`config.mk`:
```
export PLATFORM = sky130hd
export DESIGN_NAME = prf_release_queue_flat
export DESIGN_NICKNAME = d
export VERILOG_FILES = /design/src/rtl/prf_release_queue_pkg.sv /design/src/rtl/prf_release_queue_if.sv /design/src/rtl/prf_release_queue_release_compactor.sv /design/src/rtl/prf_release_queue.sv /design/src/flat_wrapper.sv
export SDC_FILE = /design/constraint.sdc
export NUM_CORES = 1
export LEC_CHECK = 0
export BUFFER_PORTS_ARGS = -buffer_cell sky130_fd_sc_hd__buf_2
export CAP_MARGIN = 25
export CORE_AREA = 2 2 263 200
export CTS_BUF_LIST = sky130_fd_sc_hd__clkbuf_16
export CTS_CLUSTER_DIAMETER = 80
export DETAILED_ROUTE_END_ITERATION = 8
export DIE_AREA = 0 0 265 202
export GPL_ROUTABILITY_DRIVEN = 0
export GPL_TIMING_DRIVEN = 0
export HOLD_SLACK_MARGIN = 0.05
export REMOVE_ABC_BUFFERS = 1
export SETUP_SLACK_MARGIN = 0.2
export SLEW_MARGIN = 0
export SYNTH_ARGS = -nofsm -noshare
export SYNTH_HDL_FRONTEND = slang
export SYNTH_HIERARCHICAL = 1
export SYNTH_SLANG_ARGS = --single-unit
```
`constraint.sdc`:
```
create_clock -name clock -period 4.99 [get_ports clock]
set_input_delay 0.499 -clock clock [delete_from_list [all_inputs] [get_ports clock]]
set_output_delay 0.499 -clock clock [all_outputs]
set_load 0.05 [all_outputs]
```
`src/rtl/prf_release_queue_pkg.sv`:
```
// ---------------------------------------------------------------------------
// prf_release_queue_pkg
//   Shared constants and types for the PRF release queue. The rename width
//   and PRF index width come from the rename macros; defaults are provided
//   here so the block builds stand-alone.
//   Contents:
//     RENAME_WIDTH, PRF_IDX_W, CP_IDX_W   rename-stage geometry
//     RELEASE_DEPTH                       default queue depth
//     release_ptr_t                       head/tail pointer with wrap bit
//     release_entry_t                     {has_dest, prf} queue entry
//     popCount()                          number of set lanes in a lane mask
// ---------------------------------------------------------------------------
`ifndef RENAME_WIDTH
`define RENAME_WIDTH 3
`endif
`ifndef PRF_INT_INDEX_SIZE
`define PRF_INT_INDEX_SIZE 6
`endif
`ifndef CP_INDEX_SIZE
`define CP_INDEX_SIZE 2
`endif

package prf_release_queue_pkg;

  localparam int RENAME_WIDTH  = `RENAME_WIDTH;
  localparam int PRF_IDX_W     = `PRF_INT_INDEX_SIZE;
  localparam int CP_IDX_W      = `CP_INDEX_SIZE;
  localparam int RELEASE_DEPTH = 32;
  localparam int PTR_W         = $clog2(RELEASE_DEPTH) + 1;
  localparam int COMMIT_W      = $clog2(RENAME_WIDTH + 1);

  typedef logic [PTR_W-1:0] release_ptr_t;

  typedef struct packed {
    logic                 has_dest;
    logic [PRF_IDX_W-1:0] prf;
  } release_entry_t;

  // Number of active lanes in a rename-width mask.
  function automatic logic [COMMIT_W-1:0] popCount(input logic [RENAME_WIDTH-1:0] lanes);
    logic [COMMIT_W-1:0] total;
    total = '0;
    for (int i = 0; i < RENAME_WIDTH; i++) begin
      total = total + COMMIT_W'(lanes[i]);
    end
    return total;
  endfunction

endpackage

```
`src/rtl/prf_release_queue_if.sv`:
```
// ---------------------------------------------------------------------------
// prf_release_queue_if
//   Rename/commit side bundle of the PRF release queue.
//   master: rename + commit logic (drives enqueue, commit, checkpoint,
//           recover; observes ready, releases and occupancy)
//   slave : the release queue itself
//   Signals:
//     enq_valid/enq_has_dest/enq_old_prf  per-lane stale mapping to enqueue
//     enq_ready                           room for a full rename group
//     commit_count                        oldest entries retiring this cycle
//     check/check_idx                     take a tail checkpoint
//     recover/recover_idx                 restore tail from a checkpoint
//     prf_replace_valid/prf_replace       per-lane release to the freelist
//     count                               occupancy
// ---------------------------------------------------------------------------
interface prf_release_queue_if #(
  parameter int DEPTH = prf_release_queue_pkg::RELEASE_DEPTH
);
  import prf_release_queue_pkg::*;

  logic [RENAME_WIDTH-1:0]                enq_valid;
  logic [RENAME_WIDTH-1:0]                enq_has_dest;
  logic [RENAME_WIDTH-1:0][PRF_IDX_W-1:0] enq_old_prf;
  logic                                   enq_ready;
  logic [COMMIT_W-1:0]                    commit_count;
  logic                                   check;
  logic [CP_IDX_W-1:0]                    check_idx;
  logic                                   recover;
  logic [CP_IDX_W-1:0]                    recover_idx;
  logic [RENAME_WIDTH-1:0]                prf_replace_valid;
  logic [RENAME_WIDTH-1:0][PRF_IDX_W-1:0] prf_replace;
  logic [$clog2(DEPTH):0]                 count;

  modport master (
    output enq_valid, enq_has_dest, enq_old_prf, commit_count,
           check, check_idx, recover, recover_idx,
    input  enq_ready, prf_replace_valid, prf_replace, count
  );

  modport slave (
    input  enq_valid, enq_has_dest, enq_old_prf, commit_count,
           check, check_idx, recover, recover_idx,
    output enq_ready, prf_replace_valid, prf_replace, count
  );

endinterface

```
`src/rtl/prf_release_queue_release_compactor.sv`:
```
// ---------------------------------------------------------------------------
// release_compactor
//   Purely combinational prefix sum over the enqueue lane mask. Each valid
//   lane is written at tail + o_offset[lane], so valid lanes land in
//   consecutive slots in ascending lane order with no holes.
//   Ports:
//     i_valid   per-lane enqueue valid
//     o_offset  number of valid lanes below each lane
//     o_total   number of valid lanes (tail advance)
// ---------------------------------------------------------------------------
module release_compactor
  import prf_release_queue_pkg::*;
(
  input  logic [RENAME_WIDTH-1:0]               i_valid,
  output logic [RENAME_WIDTH-1:0][COMMIT_W-1:0] o_offset,
  output logic [COMMIT_W-1:0]                   o_total
);

  logic [COMMIT_W-1:0] w_running;

  always_comb begin
    w_running = '0;
    o_offset  = '0;
    for (int i = 0; i < RENAME_WIDTH; i++) begin
      o_offset[i] = w_running;
      w_running   = w_running + COMMIT_W'(i_valid[i]);
    end
  end

  assign o_total = popCount(i_valid);

endmodule

```
`src/rtl/prf_release_queue.sv`:
```
// ---------------------------------------------------------------------------
// prf_release_queue
//   In-order queue of stale integer PRFs displaced at rename. Entries are
//   written compacted at the tail at rename, popped in order at commit and
//   returned to the integer freelist one cycle later through
//   prf_replace/prf_replace_valid. Tail checkpoints mirror the freelist so
//   that squashed instructions never release their stale registers.
//   Ports:
//     clock, reset   clock and synchronous active-high reset
//     io_rq          prf_release_queue_if.slave (enqueue, commit,
//                    checkpoint/recover, release outputs, occupancy)
//     stat_released  (RELEASE_QUEUE_STATS_EN) saturating count of released
//                    lanes that carried a destination
//     stat_squashed  (RELEASE_QUEUE_STATS_EN) entries discarded by recovers
//   Optional feature macro: RELEASE_QUEUE_STATS_EN
// ---------------------------------------------------------------------------
module prf_release_queue
  import prf_release_queue_pkg::*;
#(
  parameter int DEPTH  = RELEASE_DEPTH,
  parameter int CP_NUM = 2 ** CP_IDX_W
) (
  input  logic                   clock,
  input  logic                   reset,
  prf_release_queue_if.slave     io_rq
`ifdef RELEASE_QUEUE_STATS_EN
  ,
  output logic [31:0]            stat_released,
  output logic [31:0]            stat_squashed
`endif
);

  localparam int IDX_W = $clog2(DEPTH);
  localparam int PW    = IDX_W + 1;

  release_entry_t                         r_mem [DEPTH];
  logic [PW-1:0]                          r_head;
  logic [PW-1:0]                          r_tail;
  logic [PW-1:0]                          r_cp [CP_NUM];
  logic [RENAME_WIDTH-1:0]                r_replaceValid;
  logic [RENAME_WIDTH-1:0][PRF_IDX_W-1:0] r_replace;

  logic [PW-1:0]                          w_count;
  logic                                   w_enqReady;
  logic                                   w_enqFire;
  logic [COMMIT_W-1:0]                    w_commitEff;
  logic [PW-1:0]                          w_headNext;
  logic [PW-1:0]                          w_tailAfterEnq;
  logic [PW-1:0]                          w_tailNext;
  logic [RENAME_WIDTH-1:0][COMMIT_W-1:0]  w_offset;
  logic [COMMIT_W-1:0]                    w_enqTotal;
  logic [RENAME_WIDTH-1:0][IDX_W-1:0]     w_wrAddr;
  logic [RENAME_WIDTH-1:0][IDX_W-1:0]     w_rdAddr;
  release_entry_t [RENAME_WIDTH-1:0]      w_wrData;
  logic [RENAME_WIDTH-1:0]                w_relValid;
  logic [RENAME_WIDTH-1:0][PRF_IDX_W-1:0] w_relPrf;

  release_compactor u_compactor (
    .i_valid  (io_rq.enq_valid),
    .o_offset (w_offset),
    .o_total  (w_enqTotal)
  );

  // Occupancy comes from the wrap-bit pointers; readiness uses only this
  // registered occupancy, so a same-cycle commit never frees room early.
  assign w_count    = r_tail - r_head;
  assign w_enqReady = (w_count <= PW'(DEPTH - RENAME_WIDTH));

  // A recovering cycle drops its enqueue group; the commit still happens
  // because committing instructions are older than the mispredicted branch.
  assign w_enqFire      = w_enqReady & ~io_rq.recover;
  assign w_commitEff    = (PW'(io_rq.commit_count) > w_count) ? w_count[COMMIT_W-1:0]
                                                              : io_rq.commit_count;
  assign w_headNext     = r_head + PW'(w_commitEff);
  assign w_tailAfterEnq = w_enqFire ? (r_tail + PW'(w_enqTotal)) : r_tail;
  assign w_tailNext     = io_rq.recover ? r_cp[io_rq.recover_idx] : w_tailAfterEnq;

  // Slot addresses for the compacted writes and the in-order reads of the
  // entries being popped, plus the release values those reads produce.
  always_comb begin
    w_wrAddr   = '0;
    w_rdAddr   = '0;
    w_wrData   = '0;
    w_relValid = '0;
    w_relPrf   = '0;
    for (int i = 0; i < RENAME_WIDTH; i++) begin
      w_wrAddr[i]          = IDX_W'(r_tail + PW'(w_offset[i]));
      w_rdAddr[i]          = IDX_W'(r_head + PW'(i));
      w_wrData[i].has_dest = io_rq.enq_has_dest[i];
      w_wrData[i].prf      = io_rq.enq_old_prf[i];
      if (i < int'(w_commitEff)) begin
        w_relValid[i] = r_mem[w_rdAddr[i]].has_dest;
        w_relPrf[i]   = r_mem[w_rdAddr[i]].prf;
      end
    end
  end

  // Entry storage needs no reset: only slots between head and tail are read.
  always_ff @(posedge clock) begin
    if (!reset && w_enqFire) begin
      for (int i = 0; i < RENAME_WIDTH; i++) begin
        if (io_rq.enq_valid[i]) begin
          r_mem[w_wrAddr[i]] <= w_wrData[i];
        end
      end
    end
  end

  // Pointers, checkpoints and the registered release port. A checkpoint
  // captures the tail after this cycle's enqueue so the branch's own group
  // survives a later recover; a simultaneous recover wins over a check.
  always_ff @(posedge clock) begin
    if (reset) begin
      r_head         <= '0;
      r_tail         <= '0;
      r_replaceValid <= '0;
      r_replace      <= '0;
      for (int c = 0; c < CP_NUM; c++) begin
        r_cp[c] <= '0;
      end
    end else begin
      r_head         <= w_headNext;
      r_tail         <= w_tailNext;
      r_replaceValid <= w_relValid;
      r_replace      <= w_relPrf;
      if (io_rq.check && !io_rq.recover) begin
        r_cp[io_rq.check_idx] <= w_tailAfterEnq;
      end
    end
  end

  assign io_rq.enq_ready         = w_enqReady;
  assign io_rq.count             = w_count;
  assign io_rq.prf_replace_valid = r_replaceValid;
  assign io_rq.prf_replace       = r_replace;

`ifdef RELEASE_QUEUE_STATS_EN
  logic [31:0]         r_statReleased;
  logic [31:0]         r_statSquashed;
  logic [COMMIT_W-1:0] w_relCount;
  logic [PW-1:0]       w_squashCount;

  assign w_relCount    = popCount(w_relValid);
  assign w_squashCount = r_tail - r_cp[io_rq.recover_idx];

  // Released lanes are counted on the edge that presents them; squashed
  // entries are everything between the old tail and the restored tail.
  always_ff @(posedge clock) begin
    if (reset) begin
      r_statReleased <= '0;
      r_statSquashed <= '0;
    end else begin
      if (r_statReleased > (32'hFFFF_FFFF - 32'(w_relCount))) begin
        r_statReleased <= '1;
      end else begin
        r_statReleased <= r_statReleased + 32'(w_relCount);
      end
      if (io_rq.recover) begin
        r_statSquashed <= r_statSquashed + 32'(w_squashCount);
      end
    end
  end

  assign stat_released = r_statReleased;
  assign stat_squashed = r_statSquashed;
`endif

  // Protocol checks: an enqueue without room is dropped, and an
  // over-sized commit is clamped; both point to a bug upstream.
  always @(posedge clock) begin
    if (!reset) begin
      assert (!((|io_rq.enq_valid) && !w_enqReady))
        else $warning("prf_release_queue: enqueue while enq_ready low was dropped");
      assert (PW'(io_rq.commit_count) <= w_count)
        else $warning("prf_release_queue: commit_count above occupancy was clamped");
    end
  end

endmodule

```
`src/flat_wrapper.sv`:
```
// flat-port wrapper written by rule: the top's interface ports become plain ports
module prf_release_queue_flat import prf_release_queue_pkg::*;
#(
  parameter int DEPTH  = RELEASE_DEPTH,
  parameter int CP_NUM = 2 ** CP_IDX_W
)
  (clock, reset, io_rq_enq_valid, io_rq_enq_has_dest, io_rq_enq_old_prf, io_rq_commit_count, io_rq_check, io_rq_check_idx, io_rq_recover, io_rq_recover_idx, io_rq_enq_ready, io_rq_prf_replace_valid, io_rq_prf_replace, io_rq_count);
  prf_release_queue_if #(.DEPTH(DEPTH)) io_rq_i ();
  input  logic clock;
  input  logic reset;
  input wire logic [$bits(io_rq_i.enq_valid)-1:0] io_rq_enq_valid;
  input wire logic [$bits(io_rq_i.enq_has_dest)-1:0] io_rq_enq_has_dest;
  input wire logic [$bits(io_rq_i.enq_old_prf)-1:0] io_rq_enq_old_prf;
  input wire logic [$bits(io_rq_i.commit_count)-1:0] io_rq_commit_count;
  input wire logic [$bits(io_rq_i.check)-1:0] io_rq_check;
  input wire logic [$bits(io_rq_i.check_idx)-1:0] io_rq_check_idx;
  input wire logic [$bits(io_rq_i.recover)-1:0] io_rq_recover;
  input wire logic [$bits(io_rq_i.recover_idx)-1:0] io_rq_recover_idx;
  output wire logic [$bits(io_rq_i.enq_ready)-1:0] io_rq_enq_ready;
  output wire logic [$bits(io_rq_i.prf_replace_valid)-1:0] io_rq_prf_replace_valid;
  output wire logic [$bits(io_rq_i.prf_replace)-1:0] io_rq_prf_replace;
  output wire logic [$bits(io_rq_i.count)-1:0] io_rq_count;
  assign io_rq_i.enq_valid = io_rq_enq_valid;
  assign io_rq_i.enq_has_dest = io_rq_enq_has_dest;
  assign io_rq_i.enq_old_prf = io_rq_enq_old_prf;
  assign io_rq_i.commit_count = io_rq_commit_count;
  assign io_rq_i.check = io_rq_check;
  assign io_rq_i.check_idx = io_rq_check_idx;
  assign io_rq_i.recover = io_rq_recover;
  assign io_rq_i.recover_idx = io_rq_recover_idx;
  assign io_rq_enq_ready = io_rq_i.enq_ready;
  assign io_rq_prf_replace_valid = io_rq_i.prf_replace_valid;
  assign io_rq_prf_replace = io_rq_i.prf_replace;
  assign io_rq_count = io_rq_i.count;
  prf_release_queue #(.DEPTH(DEPTH), .CP_NUM(CP_NUM)) u_core (.clock(clock), .reset(reset), .io_rq(io_rq_i));
endmodule
```
Word level (Yosys, flattened, before mapping):

Memory sizes are Yosys's and may differ from the RTL's. A register that Yosys moved wholly into a read port is not among the register bits.
Index checks and enable logic that the tools add are counted.
Widths: inputs -> output; s select.

* input port bits: 34
* output and inout bits: 28
* register bits after elaboration: 12
* RAM bits: 248
* logic and storage cells: 51
* memories kept: 2

* reductions and logical operators: 8
* order comparisons: 5
* bitwise logic cells: 5
* add/subtract/negate cells: 9
* multiplexer cells: 20

Memories
* u_core.r_mem: depth 32, width 7, rd ports 3, clocked after memory_dff 3, wr ports 3, line prf_release_queue.sv:36 `release_entry_t r_mem [DEPTH];`
* u_core.r_cp: depth 4, width 6, rd ports 1, clocked after memory_dff 0, wr ports 4, line prf_release_queue.sv:39 `logic [PW-1:0] r_cp [CP_NUM];`

Operator list (number)
* $mux 6: 3
* $mux 1: 15
* $add 6x2->6: 2
* $gt 2x6->1: 1
* $le 6x5->1 const B: 1
* $reduce_or 2->1: 3
* $reduce_or 6->1: 1
* $sub 6x6->6: 1
* $add 5x1->5: 1
* $add 5x1->5 const B: 1
* $add 5x2->5: 1
* $add 5x2->5 const B: 1
* $lt 1x2->1 const A: 2
* $mux 2: 2
* $not 1->1: 4
* $add 1x1->2: 1
* $add 2x1->2: 1
* $logic_and 1x1->1: 2
* $logic_not 1->1: 2
* $lt 2x2->1 const A: 1
* $and 1x1->1: 1

Logic depth before layout (Yosys ltp):

* depth in word-level cells: 7
* depth in mapped cells: 21
* gate-level depth less buffers: 18

Modules after synthesis:

Netlist, hierarchy kept.

By module, submodules not included
* prf_release_queue: area an instance 21683.3 um^2, instances 1, cells an instance 1534, sequential area each 8107.8 um^2
* release_compactor: area an instance 66.3 um^2, instances 1, cells an instance 7, sequential area each 0.0 um^2

Worst setup path before layout:

OpenSTA, ideal clock, no wires.

* kind: register to register
* start: register u_core.r_head[1]
* end: register u_core.r_head[4]
* path slack: 0.126 ns
* library setup time: 0.128 ns
* path buffers: 4
* data required time: 4.862 ns
* clock period less this slack: 4.864 ns
* cell stages (with the launch flop): 20
* data arrival time: 4.737 ns
* cell sequence: dfxtp_1 clkbuf_1 clkbuf_1 clkbuf_1 inv_1 fa_1 inv_1 ha_1 a21oi_1 a211oi_1 nand3_1 or2_2 clkbuf_1 o21ai_0 ha_1 inv_1 fa_1 nor3_1 xnor2_1 nor2_1

* longest elaborated chain between the ends: 4

RTL lines
* start, declared: line prf_release_queue.sv:37 `logic [PW-1:0] r_head;`
* start signal, assigned: line prf_release_queue.sv:122 `r_head <= w_headNext;`
* $sub 6x6->6 (*): line prf_release_queue.sv:66 `assign w_count = r_tail - r_head;`
* named net io_rq_count[1]: line flat_wrapper.sv:22 `output wire logic [$bits(io_rq_i.count)-1:0] io_rq_count;`
* $gt 2x6->1: line prf_release_queue.sv:72 `assign w_commitEff = (PW'(io_rq.commit_count) > w_count) ? w_count[COMMIT_W-1:0]`
* $mux 2 (*): line prf_release_queue.sv:72
* $add 6x2->6 (*): line prf_release_queue.sv:74 `assign w_headNext = r_head + PW'(w_commitEff);`

The timed path passes the listed nets; every way through them passes the cells marked *.
A chain may end at the register's enable or synchronous reset.

==> results.txt <==
Outcome -> completed
Commonest non-fill, non-tap cell in the layout -> mux2_2
Row cnt -> 72
Post-synthesis sequential area ratio -> 37.3%
Antenna violations before repair -> 4
Max clock buf depth -> 3
CP max stage cell -> nor4_1
Post-synthesis adder-cell area fraction -> 1.79%
Iteration-0 DRC Markers -> 2179
Clock slew at reported path FFs -> 0.06 ns
DP Area -> 22500 um2
Primary FF master, synth -> edfxtp_1
Area delta synth->final -> 10.4%
Largest area contributor in the netlist -> edfxtp_1
Leakage -> 8.55 nW
Vias in the first global route -> 14300
CP Class -> flop to flop
Cell Area, Synth -> 21700 um2
Achievable frequency -> 0.215 GHz
Die H -> 202 um
First-pass GRT wire length -> 106 mm
Filler cells -> 4443
Worst Path Required -> 5.17 ns
FF/Latch Area -> 8120 um2
Post-route ant nets -> 0
Die X -> 265 um
CP Data Arrival Time -> 4.83 ns
Share of cells above drive strength 1 -> 56.7%
Most frequent cells in the layout -> mux2_2, edfxtp_1, mux4_2, nor2_1, buf_2
CTS Sinks -> 281
Final setup skew -> 0.0269 ns
Worst reg2reg path depth -> 10
Synth Area in XOR/XNOR -> 1.25%
Final Util -> 47.1%
I/O Buffers -> 61
Yosys cell types -> 58
I/O pin count -> 62
Pwr Density -> 437 nW/um2
CP startpoint kind -> flop
Hold Path Class -> input pin to flop
Final instance area -> 24000 um2
CP max FO -> 19
Htree depth -> 2
CTS tree -> done
Slew @ Worst Pin -> 1.08 ns
Worst VDD drop -> 0.000260 V
GRT Util Overall -> 27.7%
Routed via count -> 15500
Synth top area cells -> edfxtp_1, mux4_2, mux2_2, dfxtp_1, mux2_4
Dpl hpwl -> 50.4 mm
Critical-path cell list -> ha_1, or2_1, o221ai_1, a21oi_1, and2_4, clkinvlp_4, buf_4, nor4_1, nand2_1, nand3_1
Setup WS post-layout -> 0.344 ns
Crit end category -> flop
Vias per cell -> 6.99
Router iterations before antenna repair -> 5
Mapped Avg Cell Area -> 14.1 um2
DRC -> 0
Starting density of the core -> 42.7%
GRT overflow -> 0
Post-synth EDFFs -> 248
Multi-input gate area -> 13000 um2
RSZ-0062 raised after global routing -> no
Core area -> 51000 um2
Final setup fails -> 0
#FFs+latches synth -> 281
Max_slew headroom -> 27.4%
Final wirelength -> 75.7 mm
Avg WL per Cell -> 34.0 um
CTS Root Cell -> clkbuf_16
Final Critical Period -> 4.65 ns
Die area -> 53500 um2
Nets@finish -> 1589
Async SR Flop Fraction -> 0%
Worst hold path depth -> 3
Simple-gate share of the synthesized area -> 7.46%
Largest family of logic cells by synthesized area -> multiplexers
CTS Buf Count -> 35
Synth Warn # -> 6
Max Cap Violations -> 0
Final hold vios -> 0
CP Depth -> 10
Worst-Skew Late Latency -> 0.57 ns
Dpl ws -> -0.972 ns
Cell family contributing the most delay on the critical path -> simple AND/OR/NAND/NOR gates
Crit path buf inv count -> 2
Cells after synthesis -> 1541
Hold_buf cts -> 0
Largest net degree at the start of global routing -> 49
Max-slew violations -> 0
Max incr delay on CP -> 0.92 ns
Hold_ws -> 0.274 ns
Post-synth top area share -> 34.2%
Post-synthesis compound-gate area fraction -> 1.60%
Mux share of post-synthesis cell area -> 46.8%
Period utilization -> 93.1%
==> synth_stat cells (all sizes together), types with 6 or more instances <==
cell type    n
mux2       449
o211ai       7
a21o         6
edfxtp     248
nor4        11
mux2i       15
a21oi       13
dfxtp       33
inv         26
nor2b        6
and4         6
mux4       216
nand2       63
clkbuf     100
or3          6
nor3        12
xnor2       18
fa           7
ha          20
buf         61
nand4       54
or4         10
nor2        65
xor2        13
nand3       32
==> what timing repair did <==
item | CTS | global route
gates resized for setup | 13 | 3
gates cloned | 2 | 1
setup endpoints to repair | 463 | 115
pin swaps | 14 | 2
buffers inserted | 21 | 6
==> cell type report <==
type	count	share of cell area (%)
multi-input combinational	1077	53.9
timing repair buffer	106	3.52
clock inverter	25	0.714
tap	666	3.47
sequential	281	33.8
clock buffer	39	4.06
inverter	26	0.443
antenna	2	0.0208
timing repair inverter	1	0.0208
==> worst min-delay path: stages <==
cell and delay [ns]:
buf_2 0.16, nand2_1 0.08, a21oi_1 0.05
==> cells by family (layout without fill, tap and decap cells) <==
group,Yosys count,after routing
adders and majority gates,27,27
xor gates and xnor gates,31,31
other,1,5
and+or+nand+nor,286,288
AOI/OAI and AO/OA,48,48
DFF,281,281
buffers and inverters,187,197
muxes,680,680
==> through the flow <==
step           instances  total power (W)  setup TNS [ns]
2_1_floorplan       1382          0.00632        -3103.47
5_1_grt             2221           0.0108               0
6_report            2223           0.0105               0
3_5_place_dp        2127          0.00763         -186.64
3_3_place_gp        2109          0.00775        -4437.29
4_1_cts             2214           0.0103               0
==> power by group <==
group	internal (W)	switching [W]
Sequential	0.00267	0.000161
Clock	0.00147	0.00112
Combinational	0.00211	0.00297
==> final timing paths <==
| path | startpoint | to | slack, ns |
|---|---|---|---|
| max | u_core/r_tail[2]$_SDFF_PP0_ | u_core/r_mem[26][2]$_DFFE_PP_ | 0.34 |
| min | io_rq_recover | u_core/r_tail[1]$_SDFF_PP0_ | 0.27 |
| max reg2reg | u_core/r_tail[2]$_SDFF_PP0_ | u_core/r_mem[26][2]$_DFFE_PP_ | 0.34 |
| min reg2reg | u_core/r_head[5]$_SDFF_PP0_ | u_core/r_head[5]$_SDFF_PP0_ | 0.57 |
==> routing by layer <==
metal / up-vias / track usage [%] / share of wire, %
li1: 6219 / - / -
met1: 8069 / 40.4 / 41
met2: 1142 / 39.4 / 42
met3: 103 / 9.69 / 14
met4: 0 / 6.80 / 2.3
met5: - / 0 / 0
==> flip-flops by register name, indices dropped and copies added (netlist names) <==
name / flops
u_core/io_rq.prf_replace: 18
u_core/io_rq.prf_replace_valid: 3
u_core/r_cp: 24
u_core/r_head: 6
u_core/r_mem: 224
u_core/r_tail: 6
No activity file was read; power rests on OpenSTA's default activity.
